`config.mk`:
```
export PLATFORM = sky130hd
export DESIGN_NAME = pixel_stream_writer_flat
export DESIGN_NICKNAME = d
export VERILOG_FILES = /design/src/rtl/pixel_stream_pkg.sv /design/src/rtl/pixel_stream_writer_if.sv /design/src/rtl/pixel_stream_writer_fifo.sv /design/src/rtl/pixel_stream_writer.sv /design/src/flat_wrapper.sv
export SDC_FILE = /design/constraint.sdc
export NUM_CORES = 1
export LEC_CHECK = 0
export CORE_UTILIZATION = 45
export DETAILED_ROUTE_END_ITERATION = 10
export GPL_ROUTABILITY_DRIVEN = 1
export PLACE_DENSITY = 0.75
export SLEW_MARGIN = 20
export SYNTH_ARGS = -nofsm -noshare
export SYNTH_HDL_FRONTEND = slang
export SYNTH_SLANG_ARGS = --single-unit
export TNS_END_PERCENT = 30
```
`constraint.sdc`:
```
create_clock -name clock -period 6.3 [get_ports clock]
set_clock_uncertainty 0.05 [all_clocks]
set_input_delay 1.89 -clock clock [delete_from_list [all_inputs] [get_ports clock]]
set_output_delay 1.89 -clock clock [all_outputs]
set_load 0.02 [all_outputs]
```
`src/rtl/pixel_stream_pkg.sv`:
```
// Shared types and helpers for the pixel stream path.
//   pixel_beat_t : one buffered beat (pixel address, colour word, frame-last tag,
//                  frame-buffer select captured when the beat was queued)
//   colour_of()  : iteration count -> colour word, also used by the VGA readback
package pixel_stream_pkg;

  localparam int NUM_COLUMNS   = 640;
  localparam int NUM_ROWS      = 480;
  localparam int STREAM_ADDR_W = 19;
  localparam int MEM_ADDR_W    = 20;
  localparam int COLOR_W       = 8;

  typedef struct packed {
    logic [STREAM_ADDR_W-1:0] addr;
    logic [COLOR_W-1:0]       colour;
    logic                     last;
    logic                     buf_sel;
  } pixel_beat_t;

  typedef enum logic {
    ST_IDLE,
    ST_IN_FRAME
  } frame_state_e;

  // Points in the set are black; everything else uses the low bits of the
  // count, nudged off zero so escaping points never alias to black.
  function automatic logic [COLOR_W-1:0] colour_of(input logic [31:0] iter,
                                                   input logic [31:0] max_iter);
    logic [COLOR_W-1:0] c;
    c = iter[COLOR_W-1:0];
    if (iter >= max_iter) return '0;
    if (c == '0) return COLOR_W'(1);
    return c;
  endfunction

endpackage

```
`src/rtl/pixel_stream_writer_if.sv`:
```
// Stream + memory-port bundle for pixel_stream_writer.
//   slave  : the writer's view (consumes the stream, drives the memory port)
//   master : the environment's view (solver side + frame-buffer controller)
interface pixel_stream_writer_if #(
  parameter int ITER_W = 16
);
  import pixel_stream_pkg::*;

  logic                     valid_stream;
  logic                     start_stream;
  logic                     end_stream;
  logic [STREAM_ADDR_W-1:0] solver_addr;
  logic [ITER_W-1:0]        pixel_iter;
  logic                     stream_ready;

  logic                     mem_write;
  logic [MEM_ADDR_W-1:0]    mem_addr;
  logic [COLOR_W-1:0]       mem_writedata;
  logic                     mem_waitrequest;

  modport slave (
    input  valid_stream, start_stream, end_stream, solver_addr, pixel_iter,
    output stream_ready,
    output mem_write, mem_addr, mem_writedata,
    input  mem_waitrequest
  );

  modport master (
    output valid_stream, start_stream, end_stream, solver_addr, pixel_iter,
    input  stream_ready,
    input  mem_write, mem_addr, mem_writedata,
    output mem_waitrequest
  );

endinterface

```
`src/rtl/pixel_stream_writer_fifo.sv`:
```
// Synchronous FIFO, power-of-two DEPTH, registered occupancy count.
//   wr_en/wr_data : enqueue (ignored when full unless a pop happens same cycle)
//   rd_en/rd_data : rd_data is the head (show-ahead); rd_en pops it
//   empty/full/count
module sync_fifo #(
  parameter int WIDTH = 8,
  parameter int DEPTH = 8
) (
  input  logic                     clock,
  input  logic                     reset_n,
  input  logic                     wr_en,
  input  logic [WIDTH-1:0]         wr_data,
  input  logic                     rd_en,
  output logic [WIDTH-1:0]         rd_data,
  output logic                     empty,
  output logic                     full,
  output logic [$clog2(DEPTH):0]   count
);
  localparam int PTR_W = $clog2(DEPTH);
  localparam int CNT_W = PTR_W + 1;

  logic [WIDTH-1:0] mem [DEPTH];
  logic [PTR_W-1:0] wr_ptr, rd_ptr;
  logic             do_wr, do_rd;

  assign empty   = (count == '0);
  assign full    = (count == CNT_W'(DEPTH));
  assign do_rd   = rd_en & ~empty;
  // At full, a same-cycle pop frees the slot being overwritten.
  assign do_wr   = wr_en & (~full | do_rd);
  assign rd_data = mem[rd_ptr];

  always_ff @(posedge clock) begin
    if (do_wr) mem[wr_ptr] <= wr_data;
  end

  always_ff @(posedge clock or negedge reset_n) begin
    if (!reset_n) begin
      wr_ptr <= '0;
      rd_ptr <= '0;
      count  <= '0;
    end else begin
      if (do_wr) wr_ptr <= wr_ptr + PTR_W'(1);
      if (do_rd) rd_ptr <= rd_ptr + PTR_W'(1);
      case ({do_wr, do_rd})
        2'b10:   count <= count + CNT_W'(1);
        2'b01:   count <= count - CNT_W'(1);
        default: ;
      endcase
    end
  end

endmodule

```
`src/rtl/pixel_stream_writer.sv`:
```
// Consumer end of the solver pixel stream: frames beats, maps counts to colour,
// queues them and writes a double-buffered frame buffer over a waitrequest port.
//   clock, reset_n      : single domain, async active-low reset
//   bus (slave)         : stream in + memory write port out
//   display_buf         : buffer holding the last completed frame
//   frame_done          : 1-cycle pulse after the final beat of a frame is written
//   frame_error         : sticky framing violation
//   overflow_error      : sticky, a beat arrived with the FIFO full
module pixel_stream_writer
  import pixel_stream_pkg::*;
#(
  parameter int ITER_W     = 16,
  parameter int MAX_ITER   = 1000,
  parameter int FIFO_DEPTH = 8,
  parameter int BUF_STRIDE = 2**19
) (
  input  logic                  clock,
  input  logic                  reset_n,
  pixel_stream_writer_if.slave  bus,
  output logic                  display_buf,
  output logic                  frame_done,
  output logic                  frame_error,
  output logic                  overflow_error
);
  localparam int CNT_W = $clog2(FIFO_DEPTH) + 1;

  frame_state_e     state, state_nxt;
  logic             beat_ok, beat_last, set_ferr;
  logic             push, pop, full, empty;
  logic             enq_buf, write_buf;
  logic [CNT_W-1:0] count;
  pixel_beat_t      wr_beat, head;

  always_ff @(posedge clock or negedge reset_n) begin
    if (!reset_n) state <= ST_IDLE;
    else          state <= state_nxt;
  end

  always_comb begin
    state_nxt = state;
    beat_ok   = 1'b0;
    beat_last = 1'b0;
    set_ferr  = 1'b0;
    if (bus.valid_stream) begin
      case (state)
        ST_IDLE: begin
          if (bus.start_stream) begin
            beat_ok = 1'b1;
            if (bus.end_stream) beat_last = 1'b1;
            else                state_nxt = ST_IN_FRAME;
          end else begin
            set_ferr = 1'b1;
          end
        end
        ST_IN_FRAME: begin
          beat_ok = 1'b1;
          // A fresh start mid-frame restarts the frame on this beat.
          if (bus.start_stream) set_ferr = 1'b1;
          if (bus.end_stream) begin
            beat_last = 1'b1;
            state_nxt = ST_IDLE;
          end
        end
        default: state_nxt = ST_IDLE;
      endcase
    end
  end

  assign pop  = bus.mem_write & ~bus.mem_waitrequest;
  assign push = beat_ok & (~full | pop);
  assign bus.stream_ready = (count <= CNT_W'(FIFO_DEPTH - 3));

  // enq_buf is the enqueue-side view of write_buf: it flips when a frame's last
  // beat is queued, so beats of the next frame already carry the buffer that
  // write_buf will hold by the time they reach the memory port.
  always_comb begin
    wr_beat.addr    = bus.solver_addr;
    wr_beat.colour  = colour_of(32'(bus.pixel_iter), 32'(MAX_ITER));
    wr_beat.last    = beat_last;
    wr_beat.buf_sel = enq_buf;
  end

  sync_fifo #(
    .WIDTH($bits(pixel_beat_t)),
    .DEPTH(FIFO_DEPTH)
  ) u_fifo (
    .clock   (clock),
    .reset_n (reset_n),
    .wr_en   (push),
    .wr_data (wr_beat),
    .rd_en   (pop),
    .rd_data (head),
    .empty   (empty),
    .full    (full),
    .count   (count)
  );

  // Memory request register: the head stays in the FIFO until accepted, so
  // after each accept the register idles one cycle to pick up the new head.
  always_ff @(posedge clock or negedge reset_n) begin
    if (!reset_n) begin
      bus.mem_write     <= 1'b0;
      bus.mem_addr      <= '0;
      bus.mem_writedata <= '0;
    end else if (!bus.mem_write) begin
      if (!empty) begin
        bus.mem_write     <= 1'b1;
        bus.mem_addr      <= MEM_ADDR_W'(head.addr) +
                             (head.buf_sel ? MEM_ADDR_W'(BUF_STRIDE) : MEM_ADDR_W'(0));
        bus.mem_writedata <= head.colour;
      end
    end else if (!bus.mem_waitrequest) begin
      bus.mem_write <= 1'b0;
    end
  end

  always_ff @(posedge clock or negedge reset_n) begin
    if (!reset_n) begin
      enq_buf        <= 1'b0;
      write_buf      <= 1'b0;
      display_buf    <= 1'b1;
      frame_done     <= 1'b0;
      frame_error    <= 1'b0;
      overflow_error <= 1'b0;
    end else begin
      if (push & beat_last) enq_buf <= ~enq_buf;
      frame_done <= pop & head.last;
      if (pop & head.last) begin
        display_buf <= write_buf;
        write_buf   <= ~write_buf;
      end
      if (set_ferr)                 frame_error    <= 1'b1;
      if (beat_ok & full & ~pop)    overflow_error <= 1'b1;
    end
  end

endmodule

```
`src/flat_wrapper.sv`:
```
// flat-port wrapper written by rule: the top's interface ports become plain ports
module pixel_stream_writer_flat import pixel_stream_pkg::*;
#(
  parameter int ITER_W     = 16,
  parameter int MAX_ITER   = 1000,
  parameter int FIFO_DEPTH = 8,
  parameter int BUF_STRIDE = 2**19
)
  (clock, reset_n, display_buf, frame_done, frame_error, overflow_error, bus_valid_stream, bus_start_stream, bus_end_stream, bus_solver_addr, bus_pixel_iter, bus_stream_ready, bus_mem_write, bus_mem_addr, bus_mem_writedata, bus_mem_waitrequest);
  pixel_stream_writer_if #(.ITER_W(ITER_W)) bus_i ();
  input  logic clock;
  input  logic reset_n;
  output logic display_buf;
  output logic frame_done;
  output logic frame_error;
  output logic overflow_error;
  input wire logic [$bits(bus_i.valid_stream)-1:0] bus_valid_stream;
  input wire logic [$bits(bus_i.start_stream)-1:0] bus_start_stream;
  input wire logic [$bits(bus_i.end_stream)-1:0] bus_end_stream;
  input wire logic [$bits(bus_i.solver_addr)-1:0] bus_solver_addr;
  input wire logic [$bits(bus_i.pixel_iter)-1:0] bus_pixel_iter;
  output wire logic [$bits(bus_i.stream_ready)-1:0] bus_stream_ready;
  output wire logic [$bits(bus_i.mem_write)-1:0] bus_mem_write;
  output wire logic [$bits(bus_i.mem_addr)-1:0] bus_mem_addr;
  output wire logic [$bits(bus_i.mem_writedata)-1:0] bus_mem_writedata;
  input wire logic [$bits(bus_i.mem_waitrequest)-1:0] bus_mem_waitrequest;
  assign bus_i.valid_stream = bus_valid_stream;
  assign bus_i.start_stream = bus_start_stream;
  assign bus_i.end_stream = bus_end_stream;
  assign bus_i.solver_addr = bus_solver_addr;
  assign bus_i.pixel_iter = bus_pixel_iter;
  assign bus_stream_ready = bus_i.stream_ready;
  assign bus_mem_write = bus_i.mem_write;
  assign bus_mem_addr = bus_i.mem_addr;
  assign bus_mem_writedata = bus_i.mem_writedata;
  assign bus_i.mem_waitrequest = bus_mem_waitrequest;
  pixel_stream_writer #(.ITER_W(ITER_W), .MAX_ITER(MAX_ITER), .FIFO_DEPTH(FIFO_DEPTH), .BUF_STRIDE(BUF_STRIDE)) u_core (.clock(clock), .reset_n(reset_n), .bus(bus_i), .display_buf(display_buf), .frame_done(frame_done), .frame_error(frame_error), .overflow_error(overflow_error));
endmodule
```
==> metrics.md, run 1 <==
| Metric | Value |
|---|---|
| CP Launch Type | input port |
| Initial core utilization | between 40% and 50% |
| Post-Syn Nets | 575 |
| Hold Startpoint | u_core.frame_error$_DFFE_PN0P_ |
| Post-synth ARST share | 16.5% |
| Longest Clk Path Bufs | 3 |
| Relative slew margins | ~28% |
| Share of layout cells above drive strength 1 | 20.8% |
| Vias in the first global route | ~5500 |
| Later-pin clock latency in the skew report | 0.54 ns |
| DRC Markers | 0 |
| Drt first pass iters | 5 |
| Lkg Pwr | 4.23 nW |
| Hpwl dp | 11.3 mm |
| Filler cells | 1728 |
| Final hold slack | ~0.42 ns |
| Max_cap viols | 0 |
| Slowest stage delay, CP | 0.49 ns |
| Final nets | 664 |
| Register area share after synthesis | 76.1% |
| Area grow syn2layout | 19.1% |
| CTS HTree Levels | 1 |
| CTS tree | built |
| Crit. End Element | register |
| Worst Hold Path Cells | 1 |
| Std-Cell Rows | between 50 and 60 |
| R2R Setup Slk | 3.53 ns |
| Post CTS Setup Buffer Count | 0 |
| Slowest CP cell | clkdlybuf4s50_1 |
| Library cells used by synthesis | 42 |
| Die Width | 156 um |
| # clock sinks | 278 |
| Total wire length | a little under 20 mm |
| Crit path DAT | 4.52 ns |
| Max Freq | between 0.2 and 0.25 GHz |
| GP Congestion | between 0.6 and 0.7 |
| Global Route Usage Sum | between 10% and 20% |
| Synth warn | 0 |
| Hold Violations, Final | 0 |
| Pwr dens | about 450 nW/um^2 |
| Core Region | around 23000 um^2 |
| Synth Flop Type | edfxtp_1 |
| Clock slew at reported path FFs | ~0.060 ns |
| Util after Layout | 55.5% |
| Critical R2R Launch | u_core.u_fifo.count[1]$_DFFE_PN0P_ |
| Status | finished, final reports clean |
| Final setup viols | 0 |
| Sum of negative setup slack | 0 ns |
| # diodes | 0 |
| EDFF count, synth | 232 |
| Avg Inst Size Synth | 20.2 um^2 |
| Wire per inst | 20.8 um |
| Critical path peak fanout | 6 |
| Worst hold path type | reg2reg |
| CTS root buf | clkbuf_16 |
| ANT nets after route | 0 |
| Final worst slack | 2.14 ns |
| Hold endpoint | u_core.frame_error$_DFFE_PN0P_ |
| Worst Max-Slew Pin Slew | about 1.1 ns |
| Data required time at the worst endpoint | 6.66 ns |
| Overflow after GRT | 0 |
| Post-Synthesis Cells | 528 |
| Unrepaired setup endpoints after global routing | false |
| Min cycle time layout | 4.16 ns |
| Yosys reg bits | approximately 280 |
| Worst Reg2Reg Path Length in Cells | 9 |
| I/O pin total | 75 |
| Vias/cell | 5.33 |
| CTS buffer count | 27 |
| Critical-path cell list | clkdlybuf4s50_1 -> inv_1 -> ha_1 -> nand2b_1 -> a31oi_2 -> inv_2 -> ha_1 -> xor2_1 -> ha_1 -> a21oi_1 -> xor2_1 -> nor2_1 -> xor2_1 |
| Initial antenna violation count | 0 |
| Pre-CTS setup slack | 1.61 ns |
| Hold buffers post-CTS | 0 |
| Detailed Route Iter0 Violations | 329 |
| Die ar. | 24300 um^2 |
| Fin crit share | 66.0% |
| IO buf count | between 70 and 80 |
| Pin count of the biggest net entering global routing | between 60 and 70 |
| Cts repair resizes | 0 |
| Worst vdd ir | between 200 and 250 uV |
| Crit Path Category | in2reg |
| DIE HEIGHT | about 160 um |
| Cell Area, Synth | 10700 um^2 |
| Vias | 5068 |
| R2R Path End | u_core.u_fifo.count[2]$_DFFE_PN0P_ |
| First-pass GRT wire length | 31.1 mm |
| Area of the multi-input gates | 2470 um^2 |
| Reg area | just over 8000 um^2 |
| Count of pins over their slew limit | 0 |
-- power breakdown --
part | total, mW | switching, mW | internal, mW
clock | 1.60 | 0.669 | 0.934
sequential | 2.57 | 0.248 | 2.32
combinational | 1.53 | 0.741 | 0.786
-- layout by cell type (no fill, tap or decap), drive strengths merged, types with 2 or more instances in the layout --
cell           instances
edfxtp               232
clkdlybuf4s50         73
mux4                  57
dfrtp                 45
a21oi                 34
nor2                  34
clkbuf                33
mux2i                 29
buf                   12
clkinv                 9
xor2                   8
and2                   7
nand2                  6
ha                     6
inv                    6
mux2                   5
nor4                   5
xnor2                  4
clkinvlp               4
bufinv                 3
nor3                   3
nor3b                  3
o21ai                  2
or4                    2
nand2b                 2
nor4b                  2
-- cell families after synthesis --
family | Yosys count | share of synthesized area, %
xor gates and xnor gates | 12 | 0.985
muxes | 91 | 15.3
and+or+nand+nor | 69 | 3.41
buffers and inverters | 30 | 1.37
DFF | 278 | 76.1
AOI/OAI and AO/OA | 42 | 2.16
adders and majority gates | 6 | 0.703
-- synthesized netlist by cell type (all sizes together), types with 2 or more instances --
library cell    n  area (um^2)
mux2i          29          290
a21oi          34          170
and2            7         43.8
nor3b           3         22.5
o21ai           2         10.0
nor4            5         52.6
inv             5         18.8
nand2b          2         12.5
ha              6         75.1
xnor2           4         35.0
clkbuf          7         26.3
nor4b           2         17.5
or4             2         15.0
nand2           6         22.5
buf            18          101
xor2            8         70.1
mux4           57         1280
edfxtp        232         6970
nor2           34          130
mux2            5         60.1
nor3            3         15.0
dfrtp          45         1130
-- critical path, delay by kind of cell --
family | cells | cell delay (ns)
buf+inv | 3 | 0.72
fa+ha+maj | 3 | 0.70
compound gates | 2 | 0.51
xor+xnor | 3 | 0.46
simple gates | 2 | 0.24
-- layer usage --
metal	global-route usage [%]	share of wire [%]	up-vias
li1	-	-	2284
met4	4.53	2.0	0
met3	2.75	4.0	33
met1	22.4	43	2630
met5	0	0	-
met2	29.6	51	121
-- area by class of cell --
type / instances / share of cell area [%]
Multi-Input combinational cell: 220 / 19.4
Tap cell: 313 / 3.08
Clock inverter: 17 / 1.32
Timing Repair Buffer: 85 / 6.44
Sequential cell: 278 / 63.9
Inverter: 5 / 0.148
Clock buffer: 33 / 5.65
-- registers in the layout (all words and copies together) (netlist names) --
register and count:
u_core.u_fifo.mem 232, u_core.bus.mem_addr 20, u_core.bus.mem_writedata 8, u_core.u_fifo.count 4, u_core.u_fifo.rd_ptr 3, u_core.u_fifo.wr_ptr 3, u_core.bus.mem_write 1, u_core.display_buf 1
u_core.enq_buf 1, u_core.frame_done 1, u_core.frame_error 1, u_core.overflow_error 1, u_core.state 1, u_core.write_buf 1
-- stage by stage --
stage          cell area, um^2  instances  total power, mW
3_5_place_dp             11800        901             4.16
3_3_place_gp             11800        901             4.09
6_report                 12700        951             5.70
5_1_grt                  12700        951             5.97
4_1_cts                  12700        951             5.77
2_1_floorplan            10700        528             3.63
-- worst max-delay path by stage --
stage                          start  slack, ns                                 end
finish              bus_start_stream       2.14  u_core.u_fifo.count[2]$_DFFE_PN0P_
floorplan           bus_start_stream       0.02   u_core.u_fifo.mem[1][0]$_DFFE_PP_
global route        bus_start_stream       1.90  u_core.u_fifo.count[2]$_DFFE_PN0P_
detailed placement  bus_start_stream       1.61  u_core.u_fifo.count[2]$_DFFE_PN0P_
CTS                 bus_start_stream       2.16  u_core.u_fifo.count[2]$_DFFE_PN0P_
global placement    bus_start_stream       1.71  u_core.u_fifo.count[2]$_DFFE_PN0P_
Power figures use the tool's default switching activity.
==> inputs of run 2 (changes only) <==
==> constraint.sdc (replaced) <==
create_clock -name clock -period 4.3 [get_ports clock]
set_clock_uncertainty 0.05 [all_clocks]
set_input_delay 1.29 -clock clock [delete_from_list [all_inputs] [get_ports clock]]
set_output_delay 1.29 -clock clock [all_outputs]
set_load 0.02 [all_outputs]
==> run 2 against run 1 <==
  * Power up 44%
  * Cell count up 0.32%
  * Clock-buffer cell count down 4
  * Via count up 0.20%
  * Cell area up 0.45%
  * Non-clock buffer count up 5
  * Critical path type unchanged
==> metrics.md, run 2 (synthesized netlist as in run 1, its figures left out) <==
| Metric | Value |
|---|---|
| First-pass GRT wire length | 30.5 mm |
| Worst vdd ir | approximately 300 uV |
| Worst Reg2Reg Path Length in Cells | 9 |
| GR Util met1 | 22.6% |
| Reg power frac | between 40% and 50% |
| DRC Markers | 0 |
| Detailed Route Iter0 Violations | 337 |
| Total power | roughly 8.2 mW |
| GP Congestion | 0.719 |
| Filler cells | 1732 |
| Largest reg by FF count | u_core.u_fifo.mem |
| Pwr dens | about 640 nW/um^2 |
| Share of layout cells above drive strength 1 | between 20% and 30% |
| NetSw | 2.40 mW |
| Hpwl dp | 11.4 mm |
| Final setup viols | 0 |
| M2 GR Usage | 28.0% |
| Global Route Usage Sum | between 15 and 20% |
| Sum of negative setup slack | 0 ns |
| Initial core utilization | 46.6% |
| Cells after DPL | 906 |
| Overflow after GRT | 0 |
| Final Non-Filler Cells | 954 |
| Lkg Pwr | around 4.3 nW |
| Critical path peak fanout | 6 |
| Longest Clk Path Bufs | 3 |
| Die Width | between 150 and 200 um |
| Wire per inst | 20.2 um |
| R2R Path End | u_core.u_fifo.count[2]$_DFFE_PN0P_ |
| Met3 Track Usage GR | between 2 and 3% |
| Max Freq | 0.302 GHz |
| Switching share of power | slightly below 30% |
| Drt first pass iters | 4 |
| Crit. End Element | register |
| IO buf count | 74 |
| Critical R2R Launch | u_core.u_fifo.count[1]$_DFFE_PN0P_ |
| Hold Startpoint | u_core.frame_error$_DFFE_PN0P_ |
| Largest register FFs | about 230 |
| Vias/cell | 5.32 |
| Hold endpoint | u_core.frame_error$_DFFE_PN0P_ |
| Total wire length | 19.2 mm |
| Internal power | 5.79 mW |
| Dpl cell area | around 12000 um^2 |
| Crit Path Category | in2reg |
| Min cycle time layout | 3.31 ns |
| CP Launch Type | input port |
| CP Launch Point | bus_start_stream |
| Commonest non-fill, non-tap cell in the layout | edfxtp_1 |
| CTS buffer count | 27 |
| Die ar. | 24300 um^2 |
| Later-pin clock latency in the skew report | around 0.52 ns |
| # diodes | 0 |
| Core Region | 22900 um^2 |
| Status | finished, final reports clean |
| Fin crit share | 76.9% |
| Top flop regs | u_core.u_fifo.mem (232), u_core.bus.mem_addr (20), u_core.bus.mem_writedata (8) |
| Commonest cells after routing, fill and taps aside | 232 x edfxtp_1, 73 x clkdlybuf4s50_1, 57 x mux4_2 |
| Initial antenna violation count | 0 |
| I/O pin total | 75 |
| Relative slew margins | around 36% |
| Pin count of the biggest net entering global routing | 57 |
| Data required time at the worst endpoint | 4.65 ns |
| Unrepaired setup endpoints after global routing | false |
| Worst hold path type | reg2reg |
| Cts repair resizes | 0 |
| Area grow syn2layout | 19.6% |
| Post CTS Setup Buffer Count | 0 |
| Combinational share of power | a little over a quarter |
| CTS root buf | clkbuf_16 |
| Max_cap viols | 0 |
| Crit path DAT | 3.66 ns |
| Top Usage Layer GRT | met2 |
| Vias in the first global route | 5438 |
| Clock slew at reported path FFs | 0.06 ns |
| ANT nets after route | 0 |
| Count of pins over their slew limit | 0 |
| Final nets | 669 |
| Clk pwr share | 26.1% |
| Hold buffers post-CTS | 0 |
| R2R Setup Slk | between 1 and 1.5 ns |
| # clock sinks | roughly 280 |
| Worst Max-Slew Pin Slew | 0.961 ns |
| Pre-CTS setup slack | around 0.48 ns |
| Final worst slack | 0.993 ns |
| DIE HEIGHT | 156 um |
| Hold Violations, Final | 0 |
| Worst Hold Path Cells | 1 |
| Design Area, Final | around 13000 um^2 |
| Vias | 5078 |
| Std-Cell Rows | 55 |
| CTS HTree Levels | 1 |
| CTS tree | built |
## run 2: cell count changes in the layout (fill, tap and decap cells not counted), sizes merged
cell / before / now
buf: 12 / 17
clkbuf: 33 / 29
inv: 6 / 5
clkinv: 9 / 17
bufinv: 3 / 1
clkinvlp: 4 / 1
## run 2: final cells by class
type / count / area [um^2] / area share [%]
clock buffers: 29 / 683 / 5.35
repair buffers: 90 / 943 / 7.39
well taps: 313 / 392 / 3.07
clock inverters: 19 / 118 / 0.921
multi-input cells: 220 / 2490 / 19.5
inverters: 5 / 18.8 / 0.147
flip-flops and latches: 278 / 8130 / 63.6
## run 2: power by group through the flow
stage | combinational [mW] | sequential (mW) | clock (mW)
detailed placement | 2.26 | 3.89 | 0
floorplan | 1.52 | 3.79 | 0
global placement | 2.22 | 3.85 | 0
finish | 2.23 | 3.82 | 2.14
global route | 2.41 | 3.89 | 2.29
CTS | 2.28 | 3.84 | 2.19
## run 2: metal layers
metal	wire, um	vias to the layer above	part of all wire, %
met4	339	0	1.8
met2	9500	151	49
met5	0	-	0
li1	-	2294	-
met3	1210	32	6.3
met1	8200	2601	43
## run 2: critical path, cell delays in order
cell             delay [ns]
clkdlybuf4s50_1        0.48
inv_1                  0.06
ha_1                   0.19
nand2b_1               0.17
a31oi_2                0.21
inv_2                  0.07
ha_1                   0.29
xor2_1                 0.17
ha_1                   0.19
a21oi_1                0.15
xor2_1                 0.17
nor2_1                 0.07
xor2_1                 0.14
## run 2: through the flow
step	util [%]	hold WS (ns)
3_3_place_gp	52.2	0.391
6_report	55.7	0.413
2_1_floorplan	-	0.392
4_1_cts	55.7	0.421
5_1_grt	55.7	0.454
3_5_place_dp	52.2	0.406
## run 2: worst max-delay path by stage
| stage | slack, ns | to |
|---|---|---|
| 6_report | 0.99 | u_core.u_fifo.count[2]$_DFFE_PN0P_ |
| 5_1_grt | 0.89 | u_core.u_fifo.count[2]$_DFFE_PN0P_ |
| 4_1_cts | 1.01 | u_core.u_fifo.count[2]$_DFFE_PN0P_ |
| 3_5_place_dp | 0.48 | u_core.u_fifo.count[2]$_DFFE_PN0P_ |
| 3_3_place_gp | 0.59 | u_core.u_fifo.count[2]$_DFFE_PN0P_ |
| 2_1_floorplan | -0.51 | u_core.u_fifo.mem[6][0]$_DFFE_PP_ |
